`config.mk`:
```
export PLATFORM = sky130hd
export DESIGN_NAME = load_align
export DESIGN_NICKNAME = d
export VERILOG_FILES = /design/src/rtl/load_align.sv
export SDC_FILE = /design/constraint.sdc
export NUM_CORES = 1
export LEC_CHECK = 0
export BUFFER_PORTS_ARGS = -buffer_cell sky130_fd_sc_hd__clkbuf_2
export CORE_MARGIN = 2
export CORE_UTILIZATION = 55
export DETAILED_ROUTE_END_ITERATION = 10
export PLACE_DENSITY = 0.86
export RECOVER_POWER = 100
export SYNTH_ARGS = -nofsm -noshare
export SYNTH_HDL_FRONTEND = slang
export SYNTH_SLANG_ARGS = --single-unit
```
`constraint.sdc`:
```
create_clock -name clk -period 3.55 [get_ports clk]
set_clock_uncertainty 0.2 [all_clocks]
set_input_delay 0.1775 -clock clk [delete_from_list [all_inputs] [get_ports clk]]
set_output_delay 0.1775 -clock clk [all_outputs]
set_load 0.01 [all_outputs]
```
`src/rtl/load_align.sv`:
```
// Load alignment unit: fetches one memory word per load request and returns the
// byte/half/word (or LWL/LWR partial word) aligned and extended for the merge stage.
module load_align (
  input  logic        clk,
  input  logic        rst_n,
  input  logic        start,
  input  logic [2:0]  ltype,
  input  logic [31:0] addr,
  output logic [31:0] mem_address,
  output logic        mem_read,
  input  logic        waitrequest,
  input  logic [31:0] readdata,
  output logic        busy,
  output logic        done,
  output logic        err,
  output logic [31:0] masked_data,
  output logic        lr_en,
  output logic [2:0]  lrmux
);

  localparam logic [2:0] LT_LB  = 3'b000;
  localparam logic [2:0] LT_LH  = 3'b001;
  localparam logic [2:0] LT_LWL = 3'b010;
  localparam logic [2:0] LT_LW  = 3'b011;
  localparam logic [2:0] LT_LBU = 3'b100;
  localparam logic [2:0] LT_LHU = 3'b101;
  localparam logic [2:0] LT_LWR = 3'b110;

  typedef enum logic [1:0] {IDLE, REQ, DONE} state_t;

  state_t      state_reg, state_next;
  logic [2:0]  ltype_reg;
  logic [31:0] addr_reg;
  logic        legal;
  logic        accept;
  logic        capture;
  logic [31:0] aligned;
  logic [31:0] lane_shift;
  logic [7:0]  byte_v;
  logic [15:0] half_v;
  logic [1:0]  k;

  // Legality is judged on the incoming request, before it is registered.
  always_comb begin
    legal = 1'b1;
    if (ltype == 3'b111) legal = 1'b0;
    if ((ltype == LT_LH || ltype == LT_LHU) && addr[0]) legal = 1'b0;
    if (ltype == LT_LW && addr[1:0] != 2'b00) legal = 1'b0;
  end

  always_ff @(posedge clk or negedge rst_n) begin
    if (!rst_n) state_reg <= IDLE;
    else        state_reg <= state_next;
  end

  always_comb begin
    state_next  = state_reg;
    accept      = 1'b0;
    capture     = 1'b0;
    mem_read    = 1'b0;
    mem_address = 32'h0;
    busy        = 1'b0;
    done        = 1'b0;
    case (state_reg)
      IDLE: begin
        if (start) begin
          accept     = 1'b1;
          state_next = legal ? REQ : DONE;
        end
      end
      REQ: begin
        busy        = 1'b1;
        mem_read    = 1'b1;
        mem_address = {addr_reg[31:2], 2'b00};
        if (!waitrequest) begin
          capture    = 1'b1;
          state_next = DONE;
        end
      end
      DONE: begin
        busy       = 1'b1;
        done       = 1'b1;
        state_next = IDLE;
      end
      default: state_next = IDLE;
    endcase
  end

  // Lane extraction from the word being captured this cycle.
  always_comb begin
    k          = addr_reg[1:0];
    lane_shift = readdata >> {k, 3'b000};
    byte_v     = lane_shift[7:0];
    half_v     = k[1] ? readdata[31:16] : readdata[15:0];
    aligned    = 32'h0;
    case (ltype_reg)
      LT_LB:   aligned = {{24{byte_v[7]}}, byte_v};
      LT_LBU:  aligned = {24'h0, byte_v};
      LT_LH:   aligned = {{16{half_v[15]}}, half_v};
      LT_LHU:  aligned = {16'h0, half_v};
      LT_LW:   aligned = readdata;
      LT_LWL:  aligned = readdata << {~k, 3'b000};
      LT_LWR:  aligned = lane_shift;
      default: aligned = 32'h0;
    endcase
  end

  // Result registers load only on entry to DONE, so they hold between requests.
  always_ff @(posedge clk or negedge rst_n) begin
    if (!rst_n) begin
      ltype_reg   <= 3'b000;
      addr_reg    <= 32'h0;
      err         <= 1'b0;
      masked_data <= 32'h0;
      lr_en       <= 1'b0;
      lrmux       <= 3'b000;
    end else if (accept) begin
      ltype_reg <= ltype;
      addr_reg  <= addr;
      if (!legal) begin
        err         <= 1'b1;
        masked_data <= 32'h0;
        lr_en       <= 1'b0;
        lrmux       <= 3'b000;
      end
    end else if (capture) begin
      err         <= 1'b0;
      masked_data <= aligned;
      lr_en       <= (ltype_reg == LT_LWL) || (ltype_reg == LT_LWR);
      lrmux       <= ((ltype_reg == LT_LWL) || (ltype_reg == LT_LWR)) ?
                     {ltype_reg == LT_LWR, k} : 3'b000;
    end
  end

endmodule

```
======== Word-level counts from Yosys, hierarchy flattened ========
Index checks and enable logic that the tools add are counted.
storage, ports and cells
  register bits after elaboration ......... 74
  bits in latches ......................... 0
  memory bits (writable) .................. 0
  ROM bits ................................ 0
  output and inout port bits .............. 72
  memories kept ........................... 0
operators by class
  $add $sub $neg .......................... 0
  multipliers ............................. 0
  divide/modulo/power cells ............... 0
  order comparisons ....................... 0
  eq/ne operators ......................... 15
  shifts and indexed selects .............. 2
  muxes and demuxes ....................... 30
  bitwise operators ....................... 1
  reduce and logical (&&, ||, !) cells .... 11
operators with widths
  cell                                                              number
  32-bit case mux with 7 select lines                               1
  32-bit 2-to-1 mux                                                 4
  32-bit by 5-bit left shift with 32-bit output                     1
  32-bit by 5-bit right shift with 32-bit output                    1
  1-bit 2-to-1 mux                                                  16
  16-bit 2-to-1 mux                                                 1
  3-bit == test (second input constant)                             5
  3-bit 2-to-1 mux                                                  4
  3-bit by 2-bit == test with 1-bit output (second input constant)  3
  3-bit by 1-bit == test with 1-bit output (second input constant)  2
  2-bit 2-to-1 mux                                                  3
  2-bit inequality test (second input constant)                     3
  2-bit case mux with 2 select lines                                1
  2-bit AND reduction                                               2
  2-bit nonzero test                                                2
  3-bit zero test                                                   1
  2-bit by 1-bit == test with 1-bit output (second input constant)  1
  2-bit == test (second input constant)                             1
  1-bit logical AND                                                 2
  2-bit zero test                                                   1
  1-bit logical OR                                                  2
  2-bit NOT                                                         1
  2-bit OR reduction                                                1

======== Depth between registers and ports, before layout ========
Gate-level depths: netlist (run 1).
  word-level depth ........................ 8
  gate-level depth with buffers ........... 9
  depth with buffers taken out ............ 7

======== Worst setup path before layout (run 1) ========
No wires, ideal clock.
  path kind ............................... register -> register
  start ................................... register state_reg[1]
  end ..................................... register masked_data[17]
  setup time .............................. 0.126 ns
  arrival ................................. 1.778 ns
  path slack .............................. 1.446 ns
  cell stages (with the launch flop) ...... 8
  path buffers ............................ 2
  period minus slack after synthesis ...... 2.104 ns
  cells stage by stage .................... dfrtp_1 -> inv_1 -> ha_1 -> nand3b_1 -> nor2b_1 -> buf_2 -> buf_2 -> a221o_1
on the way
  cells in the longest elaborated chain, start to end .. 4
  elaborated cells between the ends (all ways) .. 8
  those cells by class .................... eq/ne: 2; mux: 3; reduce/logical: 3
ends and longest elaborated chain
  element                                                                             line  text
  from (decl)                                                                         31    state_t state_reg, state_next;
  from (signal assigned)                                                              53    else state_reg <= state_next;
  2-bit by 1-bit == test with 1-bit output / 2-bit zero test (equally long branches)  64    case (state_reg)
  1-bit 2-to-1 mux                                                                    64
  2-bit nonzero test (no line) / 2-bit inequality test (equally long branches)        n/a
  2-bit AND reduction (no line)                                                       n/a
  to (signal assigned)                                                                128   masked_data <= aligned;
  to (decl)                                                                           16    output logic [31:0] masked_data,
Parallel ways exist; a longest one is shown, timed or not.
A chain may end at the register's enable or synchronous reset.

======== Worst setup path in the final report (run 1) ========
  start ................................... register state_reg[0]
  end ..................................... register masked_data[16]
Same word-level chain as after synthesis.

==> flow_summary.json, run 1 <==
{
  "whs_ns": 0.002614,
  "h-tree-depth": 3,
  "violations": "max-capacitance violations, max-slew violations",
  "via_per_inst": 6.147,
  "startpoint_type": "flop",
  "grt_use_total": 0.3147,
  "met1_usage": 0.3792,
  "crit_arrival_ns": 2.98,
  "post-cts-setup-buffer-count": 0,
  "max_slew_margin": -0.2022,
  "period_minus_slack_ns": 2.892,
  "tns_ns": 0,
  "drt_first_pass_iters": 5,
  "post_drt_wl_per_cell_um": 19.84,
  "worstReg2RegEnd": "masked_data[16]",
  "ir_drop_mv": 0.5916,
  "cts.path.max_buffers": 2,
  "worstMarginPinSlew_ns": 1.803,
  "ant_nets": 0,
  "hold_class": "in2reg",
  "drv_slew": 75,
  "synth_top_area_share": 0.4411,
  "r2r-start": "state_reg[0]",
  "clock_latency_ns": 0.36,
  "numCtsBuffers": 9,
  "synthFlopType": "dfrtp_1",
  "grt_max_degree": 75,
  "synth_area_leaders": "dfrtp_1 (44%), mux2_2 (10%), a221o_1 (7.6%), mux2i_1 (5.0%), and2_1 (4.9%)",
  "synth_async_sr_flop_share": 1.000,
  "synth.most_common_cell": "dfrtp_1",
  "overflow": 0,
  "rsz0062_at_grt": "false",
  "fin_nets": 620,
  "hold-path-endpoint": "masked_data[4]",
  "portBuffers": 140,
  "reg2reg_slack_ns": 0.66,
  "cp-end-kind": "flop",
  "cts.clk_slew.worst_paths_ns": 0.09,
  "hold_viol_final": 0,
  "yosysTopAreaCell": "dfrtp_1",
  "worstHoldStart": "readdata[4]",
  "finalPower_mw": 4.427,
  "synth_seq_area_share": 0.4411,
  "leakage_nw": 2.526,
  "cts_tree": "built",
  "routed_wl_um": 12920,
  "globalplace.congestion": 0.9289,
  "die_h_um": 91.37,
  "synth_edf_count": 0,
  "critPathKind": "reg2reg",
  "drt_iter0_markers": 381,
  "initial_core_util": 0.5726,
  "busiest_layer": "met2",
  "powerDensity_nw_per_um2": 805.5,
  "via_count": 4002,
  "synth_common_cells": "dfrtp_1 (74), mux2_2 (38), and2_1 (33)",
  "cp_max_fo": 14,
  "use_met3": 0.07552,
  "io_pins": 143,
  "grt_use_met2": 0.5272,
  "period_share": 0.8146,
  "core_um2": 7331,
  "hpwl_um": 8114,
  "r2r_cells": 7,
  "synth_seq_cells": 74,
  "dp.cells": 590,
  "syn_to_final_growth_pct": 30.91,
  "cts-root-buf": "clkbuf_8",
  "clock_sinks": 74,
  "post-route-drc-count": 0,
  "synth_cells": 374,
  "std_cell_rows": 31,
  "grt_pass1_vias": 4100,
  "status": "finished, violations left",
  "fmax_mhz": 345.8,
  "antenna_found_initial": 1,
  "drive_above_1_share": 0.2976,
  "cts_hold_buffers": 44,
  "layout.cells.non_filler": 651,
  "synth_area_per_cell_um2": 11.22,
  "dieArea_um2": 8348,
  "worstHoldPathCells": 3,
  "required_ns": 3.64,
  "fill_cells": 519,
  "ys_types": 49,
  "finalSetupViolations": 0,
  "grt_pass1_wl_um": 20580,
  "die_w_um": 91.37,
  "drv_cap": 1,
  "ctsResizeCount": 0,
  "yosys_warnings": 0,
  "synth_area_um2": 4198
}
[area by class of cell]
type                       instances  area (µm²)  share of cell area
timing repair buffer             192        1139              0.2072
inverter                           4       15.01            0.002732
antenna                            1       2.502           0.0004554
sequential                        74        1852              0.3370
tap                               99       123.9             0.02254
clock inverter                     4       50.05            0.009107
multi-input combinational        265        2158              0.3928
clock buffer                      12       155.1             0.02823
[worst max-delay path by stage]
| stage | startpoint | end | slack [ns] | cells past startpoint |
|---|---|---|---|---|
| floorplan | state_reg[1] | masked_data[17] | 1.45 | 7 |
| global placement | state_reg[0] | masked_data[28] | 0.94 | 7 |
| detailed placement | state_reg[0] | masked_data[18] | 0.82 | 7 |
| CTS | state_reg[0] | masked_data[18] | 0.77 | 7 |
| global route | state_reg[0] | masked_data[30] | 0.49 | 7 |
| finish | state_reg[0] | masked_data[16] | 0.66 | 7 |
[layout by cell type (no fill, tap or decap), drive strengths merged, types with 2 or more instances in the layout]
master / Yosys / routed
a21boi: 2 / 2
a21o: 2 / 2
a21oi: 7 / 7
a221o: 32 / 32
a22o: 14 / 14
a22oi: 16 / 16
a31oi: 2 / 2
a32oi: 4 / 4
and2: 33 / 33
buf: 21 / 6
clkbuf: 11 / 154
clkinvlp: 0 / 2
conb: 1 / 2
dfrtp: 74 / 74
dlygate4sd3: 0 / 44
ha: 3 / 3
inv: 4 / 4
mux2: 45 / 45
mux2i: 21 / 21
nand2: 12 / 12
nand3: 3 / 3
nor2: 16 / 16
nor2b: 6 / 6
nor3: 3 / 3
o21a: 5 / 5
o21ai: 14 / 14
o2bb2ai: 6 / 6
[worst max-delay path, cell delays in order (launching register included)]
cell and delay, ns:
dfrtp_1 0.42, inv_1 0.10, ha_1 0.25, nand2_1 0.10, nand3b_1 0.23, o21bai_1 0.49
nor2_1 0.82, a221o_1 0.21
[where the power goes]
group / switching [mW] / internal (mW) / total (mW)
combinational: 1.16 / 1.02 / 2.17
sequential: 0.332 / 1.22 / 1.55
clock: 0.338 / 0.363 / 0.700
total: 1.83 / 2.60 / 4.43
[cell families (layout without fill, tap and decap cells)]
family | Yosys count | in the layout | synth area share
AND/OR/NAND/NOR | 82 | 82 | 0.1073
adder cells (fa/ha/maj) | 3 | 3 | 0.008943
other | 1 | 3 | 0.0008933
flip-flops | 74 | 74 | 0.4411
AO/OA/AOI/OAI | 112 | 112 | 0.2191
multiplexers | 66 | 66 | 0.1770
buffers and inverters | 36 | 212 | 0.04560
[per-stage QoR]
stage                     worst slack [ns]  area [µm²]    util
after floorplan                      1.446        4202       -
after global placement              0.9389        4915  0.6704
after detailed placement            0.8234        4915  0.6704
after CTS                           0.7673        5560  0.7585
after global routing                0.4946        5495  0.7496
final                               0.6582        5495  0.7496
[metal layers]
metal / vias to the layer above / wire length (µm) / part of all wire
li1: 1766 / - / -
met1: 1954 / 5013 / 0.39
met2: 238 / 6333 / 0.49
met3: 44 / 1131 / 0.088
met4: 0 / 436 / 0.034
met5: - / 0 / 0
Power figures use the tool's default switching activity.
==> run 2: changes to the inputs <==
CORE_UTILIZATION = 46   (was 55)
PLACE_DENSITY = 0.77   (was 0.86)
clock period = 2.3 ns   (was 3.55 ns; I/O delays follow)
==> run 2 against run 1 <==
Compared with the run above: the run now ends clean; critical path depth down 1; maximum frequency up 31%; register-to-register slack worse by 0.57 ns; sequential share of layout area down 2.2 points; clock-buffer cell count down 3; global-route usage down 4.8 points; combinational power up 65%; die area up 19%; worst hold slack better by 0.29 ns; non-clock buffer count up 38; flip-flop and latch count unchanged; largest power group unchanged.
==> flow_summary.json, run 2 (same netlist as run 1, synthesis figures left out) <==
{
  "status": "complete, no violations",
  "cts_tree": "built",
  "cts.clk_slew.worst_paths_ns": 0.09,
  "grt_pass1_vias": 4267,
  "cp-end-kind": "flop",
  "syn_to_final_growth_pct": 40.06,
  "leakage_nw": 2.686,
  "hold_viol_final": 0,
  "startpoint_type": "flop",
  "critPathKind": "reg2reg",
  "max_slew_margin": 0.3163,
  "layout_commonest_cell": "clkbuf_2",
  "routed_wl_um": 12990,
  "grt_use_total": 0.2669,
  "crit_arrival_ns": 2.26,
  "portBuffers": 140,
  "period_minus_slack_ns": 2.213,
  "clock_latency_ns": 0.35,
  "globalplace.congestion": 0.9556,
  "cp_max_fo": 12,
  "drt_first_pass_iters": 5,
  "via_count": 4079,
  "die_h_um": 99.53,
  "core_um2": 8806,
  "dp.cells": 610,
  "seqCellArea_um2": 1854,
  "post-route-drc-count": 0,
  "period_share": 0.9620,
  "drv_slew": 0,
  "clock_sinks": 74,
  "required_ns": 2.35,
  "cts-root-buf": "clkbuf_8",
  "cts.path.max_buffers": 2,
  "finalSetupViolations": 0,
  "drive_above_1_share": 0.2988,
  "hpwl_um": 8307,
  "overflow": 0,
  "via_per_inst": 5.852,
  "fin_nets": 658,
  "powerDensity_nw_per_um2": 1182,
  "h-tree-depth": 3,
  "ant_nets": 0,
  "drt_iter0_markers": 287,
  "std_cell_rows": 34,
  "ir_drop_mv": 0.5636,
  "die_w_um": 99.53,
  "grt_max_degree": 75,
  "worst_slack_ns": 0.08741,
  "fmax_mhz": 452.0,
  "insertedDiodeCount": 0,
  "final_cell_mix": "clkbuf_2 (87), dfrtp_1 (72), dlygate4sd3_1 (71)",
  "multiInputGateArea_um2": 2173,
  "drv_cap": 0,
  "dieArea_um2": 9906,
  "layout.cells.non_filler": 697,
  "post_drt_wl_per_cell_um": 18.64,
  "hold_class": "reg2reg",
  "rsz0062_at_grt": "false",
  "io_pins": 143,
  "dp_slack_ns": -0.07889,
  "antenna_found_initial": 0,
  "worstMarginPinSlew_ns": 1.026,
  "numCtsBuffers": 9,
  "fill_cells": 692,
  "initial_core_util": 0.4767,
  "grt_pass1_wl_um": 20860
}
run 2: through the flow:
step | power [mW] | utilization | hold WS (ns) | setup TNS, ns | instance area [µm²]
floorplan | 4.696 | - | -0.3806 | 0 | 4202
global placement | 5.712 | 0.5716 | -0.03822 | 0 | 5034
detailed placement | 5.825 | 0.5716 | -0.03600 | -0.8280 | 5034
CTS | 6.964 | 0.6755 | 0.1359 | 0 | 5948
global route | 7.382 | 0.6677 | 0.3109 | 0 | 5879
finish | 6.951 | 0.6677 | 0.2915 | 0 | 5879
run 2: final timing paths:
kind | depth (start not counted) | startpoint | slack [ns] | end
worst min-delay path | 1 | masked_data[23] | 0.29 | masked_data[23]
worst max-delay path | 6 | addr_reg[0] | 0.09 | masked_data[11]
min in group asynchronous | 3 | rst_n | 0.41 | masked_data[24]
worst min register to register | 1 | masked_data[23] | 0.29 | masked_data[23]
worst max register to register | 6 | addr_reg[0] | 0.09 | masked_data[11]
max in group asynchronous | 3 | rst_n | 0.80 | addr_reg[0]
run 2: layout make-up:
cell class	count	share of cell area
Clock buffer	9	0.02107
Clock inverter	7	0.01319
Inverter	4	0.002554
Multi-Input combinational cell	265	0.3697
Sequential cell	74	0.3154
Tap cell	108	0.02298
Timing Repair Buffer	230	0.2552
run 2: layer usage:
layer	up-vias	global-route usage	routed length, µm
met5	-	0	0
met4	0	0.1212	330
met3	45	0.06746	1226
met2	241	0.4589	6326
met1	1945	0.3141	5105
li1	1848	-	-
run 2: what timing repair did:
action / CTS / global route
gates resized for setup: 1 / 6
pin swaps: 0 / 0
endpoints found under the hold margin: 141 / 0
hold buffers: 71 / 0
setup endpoints to repair: 13 / 29
buffers inserted: 0 / 0
cloned: 0 / 0
run 2: report_power, final:
group | internal (mW) | switching [mW] | total [mW]
Sequential | 1.89 | 0.431 | 2.32
Combinational | 1.70 | 1.89 | 3.59
Clock | 0.508 | 0.533 | 1.04
run 2: worst max-delay path, stage by stage (launching register included):
cell and delay [ns]:
dfrtp_2 0.47, buf_4 0.26, buf_4 0.21, mux2i_1 0.30, o2bb2ai_1 0.10, a221o_1 0.26
a221o_1 0.32
==> run 3: changes to the inputs <==
CORE_UTILIZATION = 30   (was 46)
CTS_CLUSTER_SIZE = 25   (was not set)
PLACE_DENSITY = not set   (was 0.77)
==> run 3 against run 2 <==
Compared with the run above: global-route usage is 7.6 points lower; first-iteration DRC count down 5.9%; flip-flop and latch count unchanged; final area is 4.8% higher; highest routed layer unchanged.
==> flow_summary.json, run 3 (same netlist as run 1, synthesis figures left out) <==
{
  "sw_frac_of_total": 0.3813,
  "insertedDiodeCount": 0,
  "clock_latency_ns": 0.35,
  "std_cell_rows": 43,
  "p_int_mw": 4.757,
  "cts.path.max_buffers": 2,
  "grt_use_total": 0.1907,
  "fill_cells": 1333,
  "worst_slack_ns": 0.09790,
  "cp-end-kind": "flop",
  "cts.clk_slew.worst_paths_ns": 0.06,
  "finalSetupViolations": 0,
  "antenna_found_initial": 0,
  "clock_power_share": 0.206,
  "critPathKind": "reg2reg",
  "drt_first_pass_iters": 5,
  "numCtsBuffers": 9,
  "rsz0062_at_grt": "true",
  "die_w_um": 122.3,
  "powerDensity_nw_per_um2": 1248,
  "crit_arrival_ns": 2.23,
  "max_slew_margin": 0.1526,
  "drv_cap": 0,
  "die_h_um": 122.3,
  "worstMarginPinSlew_ns": 1.271,
  "grt_max_degree": 49,
  "hold_class": "in2reg",
  "post-cts-setup-buffer-count": 0,
  "final_area_um2": 6161,
  "hpwl_um": 9398,
  "reg2reg_slack_ns": 0.1,
  "portBuffers": 140,
  "drt_iter0_markers": 270,
  "pwr-share-seq": 0.296,
  "globalplace.congestion": 0.8696,
  "grt_pass1_wl_um": 21920,
  "io_pins": 143,
  "status": "complete, no violations",
  "drv_slew": 0,
  "grt_pass1_vias": 4254,
  "hold_viol_final": 0,
  "cp_max_fo": 20,
  "startpoint_type": "flop",
  "fmax_mhz": 454.1,
  "period_minus_slack_ns": 2.202,
  "p_comb_frac": 0.498,
  "via_per_inst": 5.163,
  "dieArea_um2": 14950,
  "fin_util": 0.4473,
  "required_ns": 2.33,
  "dp_slack_ns": -0.04333,
  "cts-root-buf": "clkbuf_16",
  "period_share": 0.9574,
  "syn_to_final_growth_pct": 46.77,
  "worstHoldPathCells": 3,
  "h-tree-depth": 3,
  "overflow": 0,
  "drive_above_1_share": 0.3373,
  "post_drt_wl_per_cell_um": 18.11,
  "r2r_cells": 5,
  "leakage_nw": 2.846,
  "initial_core_util": 0.3048,
  "core_um2": 13770,
  "via_count": 3991,
  "cts_tree": "built",
  "final_cell_mix": "clkbuf_2 (101), dfrtp_1 (73), dlygate4sd3_1 (67)",
  "ant_nets": 0,
  "ir_drop_mv": 0.7044,
  "fin_nets": 662,
  "switchingPower_mw": 2.932,
  "clock_sinks": 74,
  "routed_wl_um": 14000,
  "layout_commonest_cell": "clkbuf_2",
  "tns_ns": 0,
  "finalPower_mw": 7.689,
  "post-route-drc-count": 0,
  "dpl_cell_area_um2": 5196
}
==> run 3: cell types whose count changed in the layout (fill, tap and decap cells not counted), moves of 2 or more <==
cell	previous run	this run
o21a_2	0	2
dlygate4sd3_1	71	67
clkbuf_1	53	39
and2_1	18	33
o21a_1	5	3
and2_0	15	0
mux2_2	36	38
clkbuf_2	87	101
clkbuf_8	9	2
clkbuf_16	0	9
buf_4	16	23
mux2_1	2	0
==> run 3: path summary, 6_finish.rpt <==
check / start / to
worst max register to register: addr_reg[0] / masked_data[22]
max in group asynchronous: rst_n / addr_reg[0]
worst min-delay path: readdata[10] / masked_data[10]
min in group asynchronous: rst_n / masked_data[11]
worst max-delay path: addr_reg[0] / masked_data[22]
worst min register to register: lr_en / lr_en
==> run 3: layout make-up <==
cell class,instances,area (µm²),share of cell area
Clock buffer,11,252.7,0.04102
Timing Repair Buffer,234,1558,0.2528
Sequential cell,74,1853,0.3008
Inverter,4,15.01,0.002437
Multi-Input combinational cell,265,2171,0.3524
Tap cell,180,225.2,0.03656
Clock inverter,5,86.33,0.01401
==> run 3: repair_timing <==
action / in CTS / in global routing
hold buffers: 67 / 0
resized for setup: 1 / 7
endpoints found under the setup margin: 13 / 25
hold endpoints to repair: 108 / 0
==> run 3: power by group through the flow <==
stage	Combinational, mW	Sequential, mW	Clock, mW
floorplan	2.43	2.27	0
global placement	3.70	2.25	0
detailed placement	3.76	2.28	0
CTS	3.88	2.27	1.63
global route	4.18	2.35	1.68
finish	3.83	2.27	1.59
==> run 3: metal layers <==
layer	part of all wire	routed length [µm]	GRT usage
met2	0.49	6802	0.3219
met5	0	0	0
met1	0.43	5978	0.2336
met4	0.012	168	0.05891
met3	0.075	1049	0.05762
==> run 3: critical path, cell delays in order (launching register included) <==
cell and delay, ns:
dfrtp_2 0.47, buf_12 0.21, mux2_2 0.37, a22o_1 0.23, a221o_1 0.29, a221o_1 0.31
==> run 3: metrics by stage <==
stage          std cells  hold slack, ns
3_3_place_gp         690        -0.02479
2_1_floorplan        375         -0.3806
6_report             773         0.02862
3_5_place_dp         690        -0.01008
5_1_grt              773         0.03209
4_1_cts              773         0.01180
